### src/rtl/alu_pkg.sv
// Shared encodings for the ALU control interface: CtrlFunc codes, branch codes,
// flag values and the issue-sequencer state encoding.
package alu_pkg;

    localparam logic [3:0] OP_AND   = 4'b0000;
    localparam logic [3:0] OP_OR    = 4'b0001;
    localparam logic [3:0] OP_XOR   = 4'b0010;
    localparam logic [3:0] OP_ADD   = 4'b0011;
    localparam logic [3:0] OP_SUB   = 4'b0100;
    localparam logic [3:0] OP_CMP   = 4'b0101;
    localparam logic [3:0] OP_NOT   = 4'b0110;
    localparam logic [3:0] OP_SHL16 = 4'b0111;
    localparam logic [3:0] OP_MUL   = 4'b1000;
    localparam logic [3:0] OP_BEQ   = 4'b1001;
    localparam logic [3:0] OP_BLT   = 4'b1010;
    localparam logic [3:0] OP_BGT   = 4'b1011;
    localparam logic [3:0] OP_NOP   = 4'b1111;

    localparam logic [1:0] F_POS  = 2'b00;
    localparam logic [1:0] F_ZERO = 2'b01;
    localparam logic [1:0] F_NEG  = 2'b10;

    typedef enum logic [1:0] {
        ST_IDLE     = 2'b00,
        ST_EXEC     = 2'b01,
        ST_MUL_WAIT = 2'b10,
        ST_DONE     = 2'b11
    } state_e;

    function automatic logic is_alu_op(input logic [3:0] op);
        return (op <= OP_MUL);
    endfunction

    function automatic logic is_branch_op(input logic [3:0] op);
        return (op == OP_BEQ) || (op == OP_BLT) || (op == OP_BGT);
    endfunction

endpackage

### src/rtl/alu_issue_seq_if.sv
// Decode handshake, ALU drive/return and writeback/branch outputs of the issue sequencer.
interface alu_issue_seq_if #(
    parameter int W = 32
);
    logic         in_valid;
    logic         in_ready;
    logic [3:0]   in_op;
    logic [W-1:0] in_a;
    logic [W-1:0] in_b;
    logic [W-1:0] alu_a;
    logic [W-1:0] alu_b;
    logic [3:0]   alu_func;
    logic [W-1:0] alu_result;
    logic [1:0]   alu_flags;
    logic         wb_valid;
    logic         wb_en;
    logic [W-1:0] wb_data;
    logic [1:0]   flags;
    logic         br_valid;
    logic         br_taken;
    logic         illegal;

    modport slave (
        input  in_valid, in_op, in_a, in_b, alu_result, alu_flags,
        output in_ready, alu_a, alu_b, alu_func, wb_valid, wb_en, wb_data,
               flags, br_valid, br_taken, illegal
    );

    modport master (
        output in_valid, in_op, in_a, in_b, alu_result, alu_flags,
        input  in_ready, alu_a, alu_b, alu_func, wb_valid, wb_en, wb_data,
               flags, br_valid, br_taken, illegal
    );
endinterface

### src/rtl/alu_issue_seq_br_cond_eval.sv
// Branch condition evaluation from the architectural flag register.
module br_cond_eval
    import alu_pkg::*;
(
    input  logic [3:0] op_i,
    input  logic [1:0] flags_i,
    output logic       taken_o
);

    // Decode branch opcode against the stored flags
    always_comb begin
        taken_o = 1'b0;
        case (op_i)
            OP_BEQ:  taken_o = (flags_i == F_ZERO);
            OP_BLT:  taken_o = (flags_i == F_NEG);
            OP_BGT:  taken_o = (flags_i == F_POS);
            default: taken_o = 1'b0;
        endcase
    end

endmodule

### src/rtl/alu_issue_seq.sv
// ALU issue sequencer: accepts one decoded op at a time, holds ALU inputs for the op
// latency, then pulses writeback, branch resolution or illegal for one cycle.
module alu_issue_seq
    import alu_pkg::*;
#(
    parameter int W       = 32,
    parameter int MUL_LAT = 3
) (
    input logic            clk,
    input logic            rst_n,
    alu_issue_seq_if.slave bus
);

    localparam int CNT_W = (MUL_LAT > 1) ? $clog2(MUL_LAT) : 1;

    state_e           state_q, state_d;
    logic [CNT_W-1:0] cnt_q, cnt_d;
    logic [W-1:0]     a_q, a_d, b_q, b_d, wb_data_q, wb_data_d;
    logic [3:0]       func_q, func_d;
    logic [1:0]       flags_q, flags_d;
    logic             in_ready_q, in_ready_d;
    logic             wb_valid_q, wb_valid_d, wb_en_q, wb_en_d;
    logic             br_valid_q, br_valid_d, br_taken_q, br_taken_d;
    logic             illegal_q, illegal_d;
    logic             taken_s;

    br_cond_eval u_br_cond_eval (
        .op_i    (bus.in_op),
        .flags_i (flags_q),
        .taken_o (taken_s)
    );

    // State register
    always_ff @(posedge clk) begin
        if (!rst_n) begin
            state_q <= ST_IDLE;
        end else begin
            state_q <= state_d;
        end
    end

    // Next-state logic
    always_comb begin
        state_d = state_q;
        case (state_q)
            ST_IDLE: begin
                if (bus.in_valid && is_alu_op(bus.in_op)) begin
                    state_d = ST_EXEC;
                end else if (bus.in_valid) begin
                    state_d = ST_DONE;
                end else begin
                    state_d = ST_IDLE;
                end
            end
            ST_EXEC: begin
                if (func_q == OP_MUL) begin
                    state_d = ST_MUL_WAIT;
                end else begin
                    state_d = ST_DONE;
                end
            end
            ST_MUL_WAIT: begin
                if (cnt_q == '0) begin
                    state_d = ST_DONE;
                end else begin
                    state_d = ST_MUL_WAIT;
                end
            end
            ST_DONE: state_d = ST_IDLE;
            default: state_d = ST_IDLE;
        endcase
    end

    // Output and datapath next values; pulses are set on the edge entering DONE
    always_comb begin
        a_d        = a_q;
        b_d        = b_q;
        func_d     = func_q;
        cnt_d      = cnt_q;
        wb_data_d  = wb_data_q;
        flags_d    = flags_q;
        wb_valid_d = 1'b0;
        wb_en_d    = 1'b0;
        br_valid_d = 1'b0;
        br_taken_d = 1'b0;
        illegal_d  = 1'b0;
        in_ready_d = (state_d == ST_IDLE);
        case (state_q)
            ST_IDLE: begin
                if (bus.in_valid && is_alu_op(bus.in_op)) begin
                    a_d    = bus.in_a;
                    b_d    = bus.in_b;
                    func_d = bus.in_op;
                end else if (bus.in_valid && is_branch_op(bus.in_op)) begin
                    br_valid_d = 1'b1;
                    br_taken_d = taken_s;
                end else if (bus.in_valid) begin
                    illegal_d = 1'b1;
                end else begin
                    func_d = OP_NOP;
                end
            end
            ST_EXEC: begin
                if (func_q == OP_MUL) begin
                    cnt_d = CNT_W'(MUL_LAT - 1);
                end else begin
                    wb_valid_d = 1'b1;
                    wb_en_d    = (func_q != OP_CMP);
                    wb_data_d  = bus.alu_result;
                    func_d     = OP_NOP;
                    if (func_q == OP_CMP) begin
                        flags_d = bus.alu_flags;
                    end else begin
                        flags_d = flags_q;
                    end
                end
            end
            ST_MUL_WAIT: begin
                if (cnt_q == '0) begin
                    wb_valid_d = 1'b1;
                    wb_en_d    = 1'b1;
                    wb_data_d  = bus.alu_result;
                    func_d     = OP_NOP;
                end else begin
                    cnt_d = cnt_q - CNT_W'(1);
                end
            end
            ST_DONE: func_d = OP_NOP;
            default: func_d = OP_NOP;
        endcase
    end

    // Datapath and output registers
    always_ff @(posedge clk) begin
        if (!rst_n) begin
            a_q        <= '0;
            b_q        <= '0;
            func_q     <= OP_NOP;
            cnt_q      <= '0;
            wb_data_q  <= '0;
            flags_q    <= F_POS;
            in_ready_q <= 1'b1;
            wb_valid_q <= 1'b0;
            wb_en_q    <= 1'b0;
            br_valid_q <= 1'b0;
            br_taken_q <= 1'b0;
            illegal_q  <= 1'b0;
        end else begin
            a_q        <= a_d;
            b_q        <= b_d;
            func_q     <= func_d;
            cnt_q      <= cnt_d;
            wb_data_q  <= wb_data_d;
            flags_q    <= flags_d;
            in_ready_q <= in_ready_d;
            wb_valid_q <= wb_valid_d;
            wb_en_q    <= wb_en_d;
            br_valid_q <= br_valid_d;
            br_taken_q <= br_taken_d;
            illegal_q  <= illegal_d;
        end
    end

    assign bus.in_ready = in_ready_q;
    assign bus.alu_a    = a_q;
    assign bus.alu_b    = b_q;
    assign bus.alu_func = func_q;
    assign bus.wb_valid = wb_valid_q;
    assign bus.wb_en    = wb_en_q;
    assign bus.wb_data  = wb_data_q;
    assign bus.flags    = flags_q;
    assign bus.br_valid = br_valid_q;
    assign bus.br_taken = br_taken_q;
    assign bus.illegal  = illegal_q;

endmodule

### src/flat_wrapper.sv
// flat-port wrapper written by rule: the top's interface ports become plain ports
module alu_issue_seq_flat import alu_pkg::*;
#(
    parameter int W       = 32,
    parameter int MUL_LAT = 3
)
  (clk, rst_n, bus_in_valid, bus_in_op, bus_in_a, bus_in_b, bus_alu_result, bus_alu_flags, bus_in_ready, bus_alu_a, bus_alu_b, bus_alu_func, bus_wb_valid, bus_wb_en, bus_wb_data, bus_flags, bus_br_valid, bus_br_taken, bus_illegal);
  alu_issue_seq_if #(.W(W)) bus_i ();
  input logic clk;
  input logic rst_n;
  input wire logic [$bits(bus_i.in_valid)-1:0] bus_in_valid;
  input wire logic [$bits(bus_i.in_op)-1:0] bus_in_op;
  input wire logic [$bits(bus_i.in_a)-1:0] bus_in_a;
  input wire logic [$bits(bus_i.in_b)-1:0] bus_in_b;
  input wire logic [$bits(bus_i.alu_result)-1:0] bus_alu_result;
  input wire logic [$bits(bus_i.alu_flags)-1:0] bus_alu_flags;
  output wire logic [$bits(bus_i.in_ready)-1:0] bus_in_ready;
  output wire logic [$bits(bus_i.alu_a)-1:0] bus_alu_a;
  output wire logic [$bits(bus_i.alu_b)-1:0] bus_alu_b;
  output wire logic [$bits(bus_i.alu_func)-1:0] bus_alu_func;
  output wire logic [$bits(bus_i.wb_valid)-1:0] bus_wb_valid;
  output wire logic [$bits(bus_i.wb_en)-1:0] bus_wb_en;
  output wire logic [$bits(bus_i.wb_data)-1:0] bus_wb_data;
  output wire logic [$bits(bus_i.flags)-1:0] bus_flags;
  output wire logic [$bits(bus_i.br_valid)-1:0] bus_br_valid;
  output wire logic [$bits(bus_i.br_taken)-1:0] bus_br_taken;
  output wire logic [$bits(bus_i.illegal)-1:0] bus_illegal;
  assign bus_i.in_valid = bus_in_valid;
  assign bus_i.in_op = bus_in_op;
  assign bus_i.in_a = bus_in_a;
  assign bus_i.in_b = bus_in_b;
  assign bus_i.alu_result = bus_alu_result;
  assign bus_i.alu_flags = bus_alu_flags;
  assign bus_in_ready = bus_i.in_ready;
  assign bus_alu_a = bus_i.alu_a;
  assign bus_alu_b = bus_i.alu_b;
  assign bus_alu_func = bus_i.alu_func;
  assign bus_wb_valid = bus_i.wb_valid;
  assign bus_wb_en = bus_i.wb_en;
  assign bus_wb_data = bus_i.wb_data;
  assign bus_flags = bus_i.flags;
  assign bus_br_valid = bus_i.br_valid;
  assign bus_br_taken = bus_i.br_taken;
  assign bus_illegal = bus_i.illegal;
  alu_issue_seq #(.W(W), .MUL_LAT(MUL_LAT)) u_core (.clk(clk), .rst_n(rst_n), .bus(bus_i));
endmodule
### config.mk
export PLATFORM = sky130hd
export DESIGN_NAME = alu_issue_seq_flat
export DESIGN_NICKNAME = d
export VERILOG_FILES = /design/src/rtl/alu_pkg.sv /design/src/rtl/alu_issue_seq_if.sv /design/src/rtl/alu_issue_seq_br_cond_eval.sv /design/src/rtl/alu_issue_seq.sv /design/src/flat_wrapper.sv
export SDC_FILE = /design/constraint.sdc
export NUM_CORES = 1
export LEC_CHECK = 0
export ABC_AREA = 1
export CORE_MARGIN = 5
export CORE_UTILIZATION = 39
export DETAILED_ROUTE_END_ITERATION = 6
export HOLD_SLACK_MARGIN = 0.05
export PLACE_DENSITY = 0.79
export SYNTH_ARGS = -nofsm -noshare
export SYNTH_HDL_FRONTEND = slang
export SYNTH_SLANG_ARGS = --single-unit
### constraint.sdc
create_clock -name clk -period 2.05 [get_ports clk]
set_input_delay 0.205 -clock clk [delete_from_list [all_inputs] [get_ports clk]]
set_output_delay 0.205 -clock clk [all_outputs]
set_load 0.01 [all_outputs]
==> Yosys cells after proc, flatten, opt, wreduce, memory -nomap -nowiden <==
Cells that the tools add are included.
{ "op_classes": {"n_eq_ne": 17, "add_sub_neg": 1, "n_reduce_logical": 17, "order_cmp": 1, "muxes": 25, "bitwise_logic": 4} }
{ "op_table": {"columns": ["cell", "n"], "rows": [
  ["$mux 32", 2],
  ["$pmux 32 s2", 1],
  ["$mux 4", 5],
  ["$eq 4x4->1 const B", 4],
  ["$pmux 4 s4", 1],
  ["$reduce_and 3->1", 3],
  ["$logic_not 2->1", 4],
  ["$mux 2", 4],
  ["$pmux 2 s4", 1],
  ["$reduce_or 4->1", 2],
  ["$mux 1", 7],
  ["$eq 2x2->1 const B", 3],
  ["$ne 3x2->1 const B", 2],
  ["$eq 2x1->1 const B", 2],
  ["$eq 4x3->1 const B", 1],
  ["$le 4x4->1 const B", 1],
  ["$ne 2x1->1 const B", 2],
  ["$ne 2x2->1 const B", 2],
  ["$ne 4x3->1 const B", 1],
  ["$not 1->1", 4],
  ["$pmux 1 s2", 2],
  ["$pmux 2 s2", 1],
  ["$reduce_and 4->1", 1],
  ["$pmux 1 s3", 1],
  ["6 further kinds", 8]
]} }
{ "totals": {"inputBits": 105, "word_cells": 78, "out_inout_bits": 108, "reg_bits": 112} }

==> Logic depth before layout (Yosys ltp) <==
Gate-level depths: netlist of run 1.
{ "logic_depth": {"ltp_word": 7, "mapped_depth": 9, "ltp_nobuf": 9} }

==> Cells and area by module <==
A second synthesis of run 1 with hierarchy kept.
{ "hier_totals": {"cells_unflattened": 535, "area_unflattened_um2": 4205.3} }
{ "modules_own_cells": {"columns": ["module", "cells_each", "seq_area_each_um2", "instances", "area_each_um2"], "rows": [
  ["alu_issue_seq", 526, 2242.2, 1, 4157.7],
  ["br_cond_eval", 9, 0.0, 1, 47.5]
]} }

==> Least setup slack after synthesis of run 1 <==
Ideal clock, no wire load.
{ "synth_path": {"path_type": "register -> register", "from": "register u_core.state_q[0]", "to": "register u_core.wb_data_q[12], in the netlist u_core.bus.wb_data[12]", "synth_period_minus_slack_ns": 1.475, "path_buffers": 1, "arrival_time_ns": 1.411, "path_stages_with_launch": 10, "t_required_ns": 1.986, "path_slack_ns": 0.575, "setup_ns": 0.064, "path_cell_list": "dfxtp_1 -> inv_1 -> ha_1 -> inv_1 -> a21oi_1 -> nand2_1 -> inv_1 -> buf_4 -> nor2_1 -> nor2_1"} }
{ "synth_between": {"elab_chain_cells": 3, "word_cells_on_any_way": 7, "cone_classes": "eq/ne: 4; mux: 1; reduce/logical: 2"} }
{ "synth_lines": {"columns": ["element", "line", "source"], "rows": [
  ["start, declared", "alu_issue_seq.sv:16", "state_e state_q, state_d;"],
  ["start signal, assigned", "alu_issue_seq.sv:38", "state_q <= state_d;"],
  ["$eq 2x2->1 or $eq 2x1->1 (tied branches)", "alu_issue_seq.sv:88", "case (state_q)"],
  ["$ne 2x1->1 (no source line), or another cell as far along", null, null],
  ["$reduce_and 3->1 (no source line)", null, null],
  ["end signal, assigned", "alu_issue_seq.sv:153", "wb_data_q <= wb_data_d;"],
  ["end, declared", "alu_issue_seq.sv:18", "logic [W-1:0] a_q, a_d, b_q, b_d, wb_data_q, wb_data_d;"]
]} }
Parallel ways exist; a longest one is shown, timed or not.
A chain may end at the register's enable or synchronous reset.

==> Worst setup path after layout of run 1 <==
{ "layout_path": {"from": "register u_core.state_q[1]", "to": "register u_core.wb_data_q[9], in the netlist u_core.bus.wb_data[9]"} }
Same word-level chain as after synthesis.

==> results.json, run 1 <==
{
  "start_point_of_the_critical_path": "u_core.state_q[1]",
  "timing.critical_path.max_delay_family": "buffers and inverters",
  "total_power_mw": 5.95,
  "top_level_ports": 213,
  "cts-buffers-inserted": 9,
  "grt_start_max_net_pins": 60,
  "timing.final.crit_period_ns": 1.77,
  "area_of_the_multi_input_gates_um2": 1620,
  "critical_path.most_common_cell": "inv_1",
  "worst_setup_slack_after_placement_ns": 0.187,
  "vdd_ir_drop_max_mv": 0.421,
  "place.gp.congestion": 0.882,
  "yosysUniqueCellTypes": 22,
  "final.period_utilization": 0.862,
  "power_density_nw_per_um2": 914,
  "slew-limit-headroom": 0.757,
  "cts_tree": "yes",
  "synth_fa_ha_area_frac": 0.0152,
  "drt_pre_antenna_iters": 4,
  "reg2reg_setup_slack_ns": 0.28,
  "reg2reg_depth": 8,
  "yosys.area_share.xor_xnor": 0.00213,
  "final.setup.tns_ns": 0,
  "outcome": "completed",
  "hold_path_end": "u_core.bus.wb_data[5]",
  "detailedRoute.firstIterationViolations": 276,
  "floorplan.die.width_um": 113,
  "drt-vias-per-instance": 4.73,
  "ys_ff_latch": 112,
  "netlist_area_pre_place_um2": 4110,
  "max_root_sink_buffers": 2,
  "layout.cells.most_common": "clkdlybuf4s50_1",
  "portBuffers": 212,
  "rr_endpoint": "u_core.bus.wb_data[9]",
  "num-nets-final": 841,
  "cp_data_required_time_ns": 2.29,
  "hpwl_detailed_mm": 9.33,
  "netlist.area_leader.share": 0.545,
  "critical_path.n_buffers_inverters": 3,
  "syn2layout_area_growth_pct": 58.4,
  "setup_violations": 0,
  "mostFrequentLayoutCells": "clkdlybuf4s50_1, nor2_1, dfxtp_1",
  "leakage_nw": 2.60,
  "place_inst": 856,
  "timing.critical_path.from_type": "register",
  "fmaxAchievable_mhz": 566,
  "place_area_um2": 6340,
  "max_clock_skew_ns": 0.0166,
  "cts_resized": 0,
  "area.sequential_um2": 2240,
  "cts_hold_repair.buffers": 0,
  "floorplan.core_area_um2": 10300,
  "die_h_um": 113,
  "grt_antenna_before_repair": 0,
  "setup_repair_after_global_routing_missed_its_margin": "false",
  "worst_setup_hold_path_clk_slew_ns": 0.11,
  "clock-sinks": 112,
  "clk_latency_ns": 0.36,
  "clock_tree.root_cell": "clkbuf_8",
  "drt.antenna.violating_nets": 0,
  "synth_compound_area_frac": 0.132,
  "syn-num-nets": 641,
  "synth_warnings": 0,
  "area_fraction_in_and_or_nand_and_nor_cells_after_synthesis": 0.244,
  "worstPathMaxFanout": 23,
  "finish.cell_count_without_fillers": 872,
  "postCtsSetupRepairBufs": 0,
  "slew_violations": 0,
  "worst_pin_slew_ns": 0.361,
  "final.fill_count": 888,
  "grt_util_all_layers": 0.191,
  "postRouteWirelength_mm": 12.3,
  "finalHoldViolCount": 0,
  "hold_path_startpoint": "rst_n",
  "fin_worst_hold_slack_ns": 0.242,
  "critPathCaptureType": "register",
  "synthesized_netlist_cell_count": 531,
  "cts-htree-levels": 3,
  "worstPathCellList": "inv_1, ha_1, inv_1, a21oi_1, nand2_1, buf_4, o21ai_0, nor2_1",
  "post_layout_utilization_of_the_core": 0.631,
  "synth_top_family_by_area": "simple AND/OR/NAND/NOR gates",
  "yosys-top-cells-area": "dfxtp_1, nor2_1, o21ai_0",
  "number_of_global_route_vias_before_repair": 4027,
  "portion_of_the_post_synthesis_area_used_by_sequential_elements": 0.545,
  "synth_area_leader_cell": "dfxtp_1",
  "rr_startpoint": "u_core.state_q[1]",
  "vias": 4125,
  "timing_worst_setup_path_type": "reg -> reg",
  "grt_overflow": 0,
  "syn-mean-instance-area_um2": 7.74,
  "worst_path_max_delay_cell": "ha_1",
  "hold_class": "in -> reg",
  "cap_violations": 0,
  "initial_utilization": 0.398,
  "post_route_cells_drive_above_1_share": 0.0394,
  "detail_route.drc_violations": 0,
  "timing.hold.worst_path_depth": 3,
  "fin_ws_ns": 0.283,
  "muxShareOfSynthArea": 0,
  "cpPeakStageDelay_ns": 0.37,
  "antenna_cells_inserted": 0,
  "fin_area_um2": 6510,
  "cp.arrival_ns": 2.00,
  "placement_rows": 37,
  "design.die.area_um2": 12700,
  "avgRoutedWirePerCell_um": 14.1,
  "grt_first_pass_wirelength_mm": 20.0
}
==> power by group <==
| group | total, mW | internal, mW | switching (mW) |
|---|---|---|---|
| sequential | 2.72 | 2.54 | 0.183 |
| clock | 1.17 | 0.443 | 0.729 |
| combinational | 2.06 | 1.08 | 0.984 |
| total | 5.95 | 4.06 | 1.90 |
==> tightest hold or removal path, stage by stage <==
cell and delay (ns):
buf_2 0.21, o21ai_0 0.11, nor2_1 0.04
==> kinds of logic (layout without fill, tap and decap cells) <==
logic type                 Yosys count  in the layout
xor gates and xnor gates             1              1
DFF                                112            112
buffers and inverters               53            258
adders and majority gates            5              5
AOI/OAI and AO/OA                  105            105
and+or+nand+nor                    255            255
==> how the worst max path moves through the flow <==
stage | end | cells past startpoint | slack [ns]
after detailed placement | u_core.bus.alu_a[5] | 7 | 0.19
after global routing | u_core.bus.wb_data[9] | 8 | 0.13
final | u_core.bus.wb_data[9] | 8 | 0.28
after CTS | u_core.bus.wb_data[9] | 8 | 0.27
after floorplan | u_core.bus.wb_data[12] | 9 | 0.57
after global placement | u_core.bus.alu_a[9] | 8 | 0.25
==> flip-flops by register name (all words and copies together) (netlist names) <==
signal and cells:
u_core.bus.flags 2, u_core.bus.alu_b 32, u_core.bus.wb_en 1, u_core.bus.illegal 1, u_core.state_q 2, u_core.bus.wb_valid 1, u_core.cnt_q 2, u_core.bus.wb_data 32
u_core.bus.alu_a 32, u_core.bus.br_valid 1, u_core.bus.alu_func 4, u_core.bus.br_taken 1, u_core.bus.in_ready 1
==> metal layers <==
| layer | vias to the layer above | share of wire | global-route usage |
|---|---|---|---|
| li1 | 2087 | - | - |
| met1 | 1856 | 0.40 | 0.223 |
| met2 | 172 | 0.48 | 0.327 |
| met3 | 10 | 0.11 | 0.0733 |
| met4 | 0 | 0.011 | 0.0529 |
| met5 | - | 0 | 0 |
==> synthesized netlist by cell type <==
cell type  number
nor2_1        202
dfxtp_1       112
o21ai_0        98
nand2_1        29
inv_1          22
clkbuf_1       13
nand3_1        12
buf_2          11
ha_1            5
nand4_1         5
a21oi_1         4
buf_4           4
buf_6           3
nor3_1          3
a21oi_4         1
nand2_2         1
nand2_4         1
nor2_2          1
nor3b_1         1
o2111ai_1       1
o21bai_1        1
xor2_1          1
==> final cells by class <==
class | count | area share
clock inverter | 7 | 0.00730
timing repair buffer | 220 | 0.342
sequential | 112 | 0.344
inverter | 22 | 0.0127
clock buffer | 9 | 0.0190
multi-input combinational | 366 | 0.249
tap | 136 | 0.0261
Note: power is estimated with default switching activity, not from simulation.
==> run 2: changes to the inputs <==
--- a/config.mk
+++ b/config.mk
@@ -6,6 +6,7 @@
 export NUM_CORES = 1
 export LEC_CHECK = 0
 export ABC_AREA = 1
+export ABC_CLOCK_PERIOD_IN_PS = 2050
 export CORE_MARGIN = 5
 export CORE_UTILIZATION = 39
 export DETAILED_ROUTE_END_ITERATION = 6
==> results of run 2 <==
No change in the layout: final DEF, timing and power equal those of run 1.
==> variant 1 (settings of run 2) <==
`wb_data_q` no longer has a reset.
--- a/src/rtl/alu_issue_seq.sv
+++ b/src/rtl/alu_issue_seq.sv
@@ -139,3 +139,2 @@
             cnt_q      <= '0;
-            wb_data_q  <= '0;
             flags_q    <= F_POS;
@@ -152,3 +151,2 @@
             cnt_q      <= cnt_d;
-            wb_data_q  <= wb_data_d;
             flags_q    <= flags_d;
@@ -161,2 +159,6 @@
         end
+    end
+
+    always_ff @(posedge clk) begin
+        wb_data_q <= wb_data_d;
     end
Formal check against the unedited RTL: differs if rst_n is asserted again (counterexample within 4 cycles, from zero or initial values and one cycle with rst_n low); with rst_n held inactive, the same outputs for 10 cycles.
==> variant 1 against run 2 <==
- sequential power rose by 11%
- wire length grew 4.9%
- setup slack gained 150 ps
- final area grew 6.6%
- total power increased by 24%
- sequential cell count is the same
- first-iteration DRC count is 14% higher
- die area increased by 6.1%
- via count decreased by 8.1%
- worst hold slack improved by 160 ps
- area after synthesis is 6.8% higher
- non-clock buffer count increased by 3
- fmax is 9.6% higher
- critical path type unchanged
- critical endpoint is now u_core.bus.alu_b[5]$_SDFFE_PN0P_
- largest cell class unchanged
==> variant 1: results (changes against run 2) <==
status=finished clean; placed cell areas=6630 µm² (+4.5%); fin cells=785 (-10%); CP startpoint=u_core.state_q[0]$_SDFF_PN0_; ClkCell Share=4.59% (+2.0 points); RR Endpoint=u_core.bus.alu_b[5]$_SDFFE_PN0P_; Worst VDD drop=0.646 mV (+53%); Inverters=23 (+4.5%); Non-clk bufs=223 (+1.4%); Setup WS pre-CTS=188 ps (+0.919 ps); clock skew after layout=8.72 ps (-7.83 ps); Post-synth EDFFs=32 (+32); 1st-iter DRT viols=314 (+14%); fraction of layout cells with a size suffix above 1=14.6% (+11 points); GRT Total Usage=18.3% (-0.78 points); largest net degree at the start of global routing=38 (-37%); routed length on met2=6.88 mm (+17%); Synth cell types=25 (+14%); Vias per Instance=4.83 (+2.1%); Hold EP=u_core.bus.wb_data[15]$_DFFE_PP_; GP Congestion=0.824 (-6.6%); register area share after synthesis=58.4% (+3.8 points); Critical Path AT=1890 ps (-110 ps); final hold slack=406 ps (+165 ps); Post-synth top cells=93 x nand2_1, 80 x dfxtp_1, 52 x nand3_1; M1 WL=5.01 mm (+1.0%); Critical-path top delay cell=buf_4; post-synth net total=544 (-15%); vias in the first global route=3750 (-6.9%)
[variant 1: changes by cell type after synthesis, moves of 3 or more]
cell	run 2	this run
a21oi_1	4	37
a21oi_2	0	30
buf_8	0	3
clkbuf_1	13	6
dfxtp_1	112	80
edfxtp_1	0	32
nand2_1	29	93
nand3_1	12	52
nand3_2	0	30
nand4_1	5	2
nor2_1	202	11
o21ai_0	98	1
[variant 1: power breakdown]
part / switching, W / internal [W]
clock: 0.000783 / 0.00107
combinational: 0.00128 / 0.00124
sequential: 0.000175 / 0.00284
[variant 1: per-layer routing]
| metal | vias up | track usage, % |
|---|---|---|
| met5 | - | 0 |
| met4 | 0 | 5.72 |
| met3 | 13 | 4.28 |
| met2 | 115 | 33.5 |
| met1 | 1791 | 21.1 |
| li1 | 1873 | - |
[variant 1: kinds of logic after synthesis]
group,synth area share (%)
compound gates,10.7
flops,58.4
fa+ha+maj,1.43
simple gates,23.1
buf+inv,6.41
==> variant 2 (settings of run 2) <==
Without the edit above. `MUL_LAT` is set to 3 in 2 places; all go to 6.
--- a/src/rtl/alu_issue_seq.sv
+++ b/src/rtl/alu_issue_seq.sv
@@ -6,3 +6,3 @@
     parameter int W       = 32,
-    parameter int MUL_LAT = 3
+    parameter int MUL_LAT = 6
 ) (
--- a/src/flat_wrapper.sv
+++ b/src/flat_wrapper.sv
@@ -4,3 +4,3 @@
     parameter int W       = 32,
-    parameter int MUL_LAT = 3
+    parameter int MUL_LAT = 6
 )
Check against the original RTL: not equivalent (Yosys sat finds a counterexample within 10 cycles, from zero or initial values and one cycle with rst_n low).
==> variant 2 against run 2 <==
- wire length up 11%
- area after synthesis rose by 8.9%
- setup slack better by 140 ps
- final area rose by 12%
- clock skew down 10 ps
- sequential cell count grew 1
- largest cell class unchanged
- worst hold slack better by 150 ps
- total power rose by 29%
- sequential share of layout area down 3.4 points
- non-clock buffer count increased by 1
==> variant 2: results (changes against run 2) <==
status=finished clean; Critical path destination=u_core.bus.wb_data[30]$_SDFFE_PN0P_; Setup WS pre-CTS=337 ps (+150 ps); GRT Total Usage=19.8% (+0.71 points); Worst-path clk slew=50 ps (-60 ps); # H-tree levels=4 (+1); Vias per Instance=4.93 (+4.1%); Area contributors post-synth=dfxtp_1 51%, nand2_1 7.6%, nor2_1 6.2%, nand3_1 6.2%, a21oi_1 5.4%; placed cell areas=6660 µm² (+5.0%); WL per Instance=15.2 µm (+8.0%); Critical Path AT=1960 ps (-40 ps); Max FO, Critical Path=32 (+39%); register area share after synthesis=50.5% (-4.0 points); DP Wirelength=9.92 mm (+6.3%); 1st-iter DRT viols=298 (+8.0%); Tmin final=1630 ps (-138 ps); FF-to-FF setup slack=420 ps (+140 ps); Hold Crit Start=bus_in_a[14]; Root Driver=clkbuf_16; largest net degree at the start of global routing=69 (+15%); R2R depth=6 (-2); clock skew after layout=6.36 ps (-10.2 ps); clock latency at the later pin of the worst-skew pair=390 ps (+30 ps); Synth cell types=29 (+32%); GP Congestion=0.854 (-3.2%); post-synth net total=648 (+1.1%); Worst-Margin Slew=540 ps (+178 ps); Post-synth top cells=113 x dfxtp_1, 91 x nand2_1, 74 x nor2_1; fraction of layout cells with a size suffix above 1=12.5% (+8.5 points); Pleak=2.70 nW (+4.0%); Critical-path top delay cell=inv_2; TritonCTS buffer count=17 (+8)
-- variant 2: how the worst min path moves through the flow --
stage / end / slack, ps / cells past startpoint
floorplan: u_core.bus.wb_data[27]$_SDFFE_PN0P_ / 350 / 2
finish: u_core.bus.alu_a[14]$_SDFFE_PN0P_ / 390 / 3
global placement: u_core.bus.alu_a[21]$_SDFFE_PN0P_ / 450 / 2
global route: u_core.bus.alu_a[14]$_SDFFE_PN0P_ / 370 / 3
CTS: u_core.bus.alu_b[2]$_SDFFE_PN0P_ / 380 / 3
detailed placement: u_core.bus.alu_b[6]$_SDFFE_PN0P_ / 460 / 2
-- variant 2: logic make-up after synthesis --
family	Yosys count	share of synthesized area [%]
adders and majority gates	6	1.68
DFF	113	50.5
and+or+nand+nor	257	27.3
xor gates and xnor gates	2	0.391
AOI/OAI and AO/OA	105	13.6
buffers and inverters	54	6.49
-- variant 2: per-stage QoR --
step           std cells  utilization [%]  hold slack, ps  total power [W]
2_1_floorplan        537                -             353          0.00374
3_3_place_gp         864             58.8             447          0.00467
3_5_place_dp         864             58.8             455          0.00472
4_1_cts              896             64.3             375          0.00779
5_1_grt              896             64.3             375          0.00816
6_report             896             64.3             392          0.00770
-- variant 2: layer usage --
layer / GRT usage (%) / up-vias / share of wire, %
li1: - / 2192 / -
met1: 21.9 / 2035 / 38
met2: 33.5 / 170 / 49
met3: 9.46 / 16 / 12
met4: 6.50 / 0 / 1.5
met5: 0 / - / 0
-- variant 2: layout make-up --
cell class                 count  area (µm²)
fill                         972        4040
inverter                      17        63.8
tap                          143         179
clock inverter                12         158
multi-input combinational    370        1920
sequential                   113        2260
clock buffer                  20         467
timing repair buffer         221        2230
-- variant 2: power by group --
| part | switching (W) | leakage (nW) | internal (W) |
|---|---|---|---|
| Combinational | 0.00100 | 1.49 | 0.000984 |
| Sequential | 0.000171 | 0.926 | 0.00252 |
| Clock | 0.00101 | 0.286 | 0.00201 |
| Total | 0.00219 | 2.70 | 0.00551 |
-- variant 2: worst reg2reg max path, delay by kind of cell, from the launching register on --
family / cells / cell delay, ps
buf+inv: 2 / 480
simple gates: 3 / 350
fa+ha+maj: 1 / 380
flops: 1 / 340
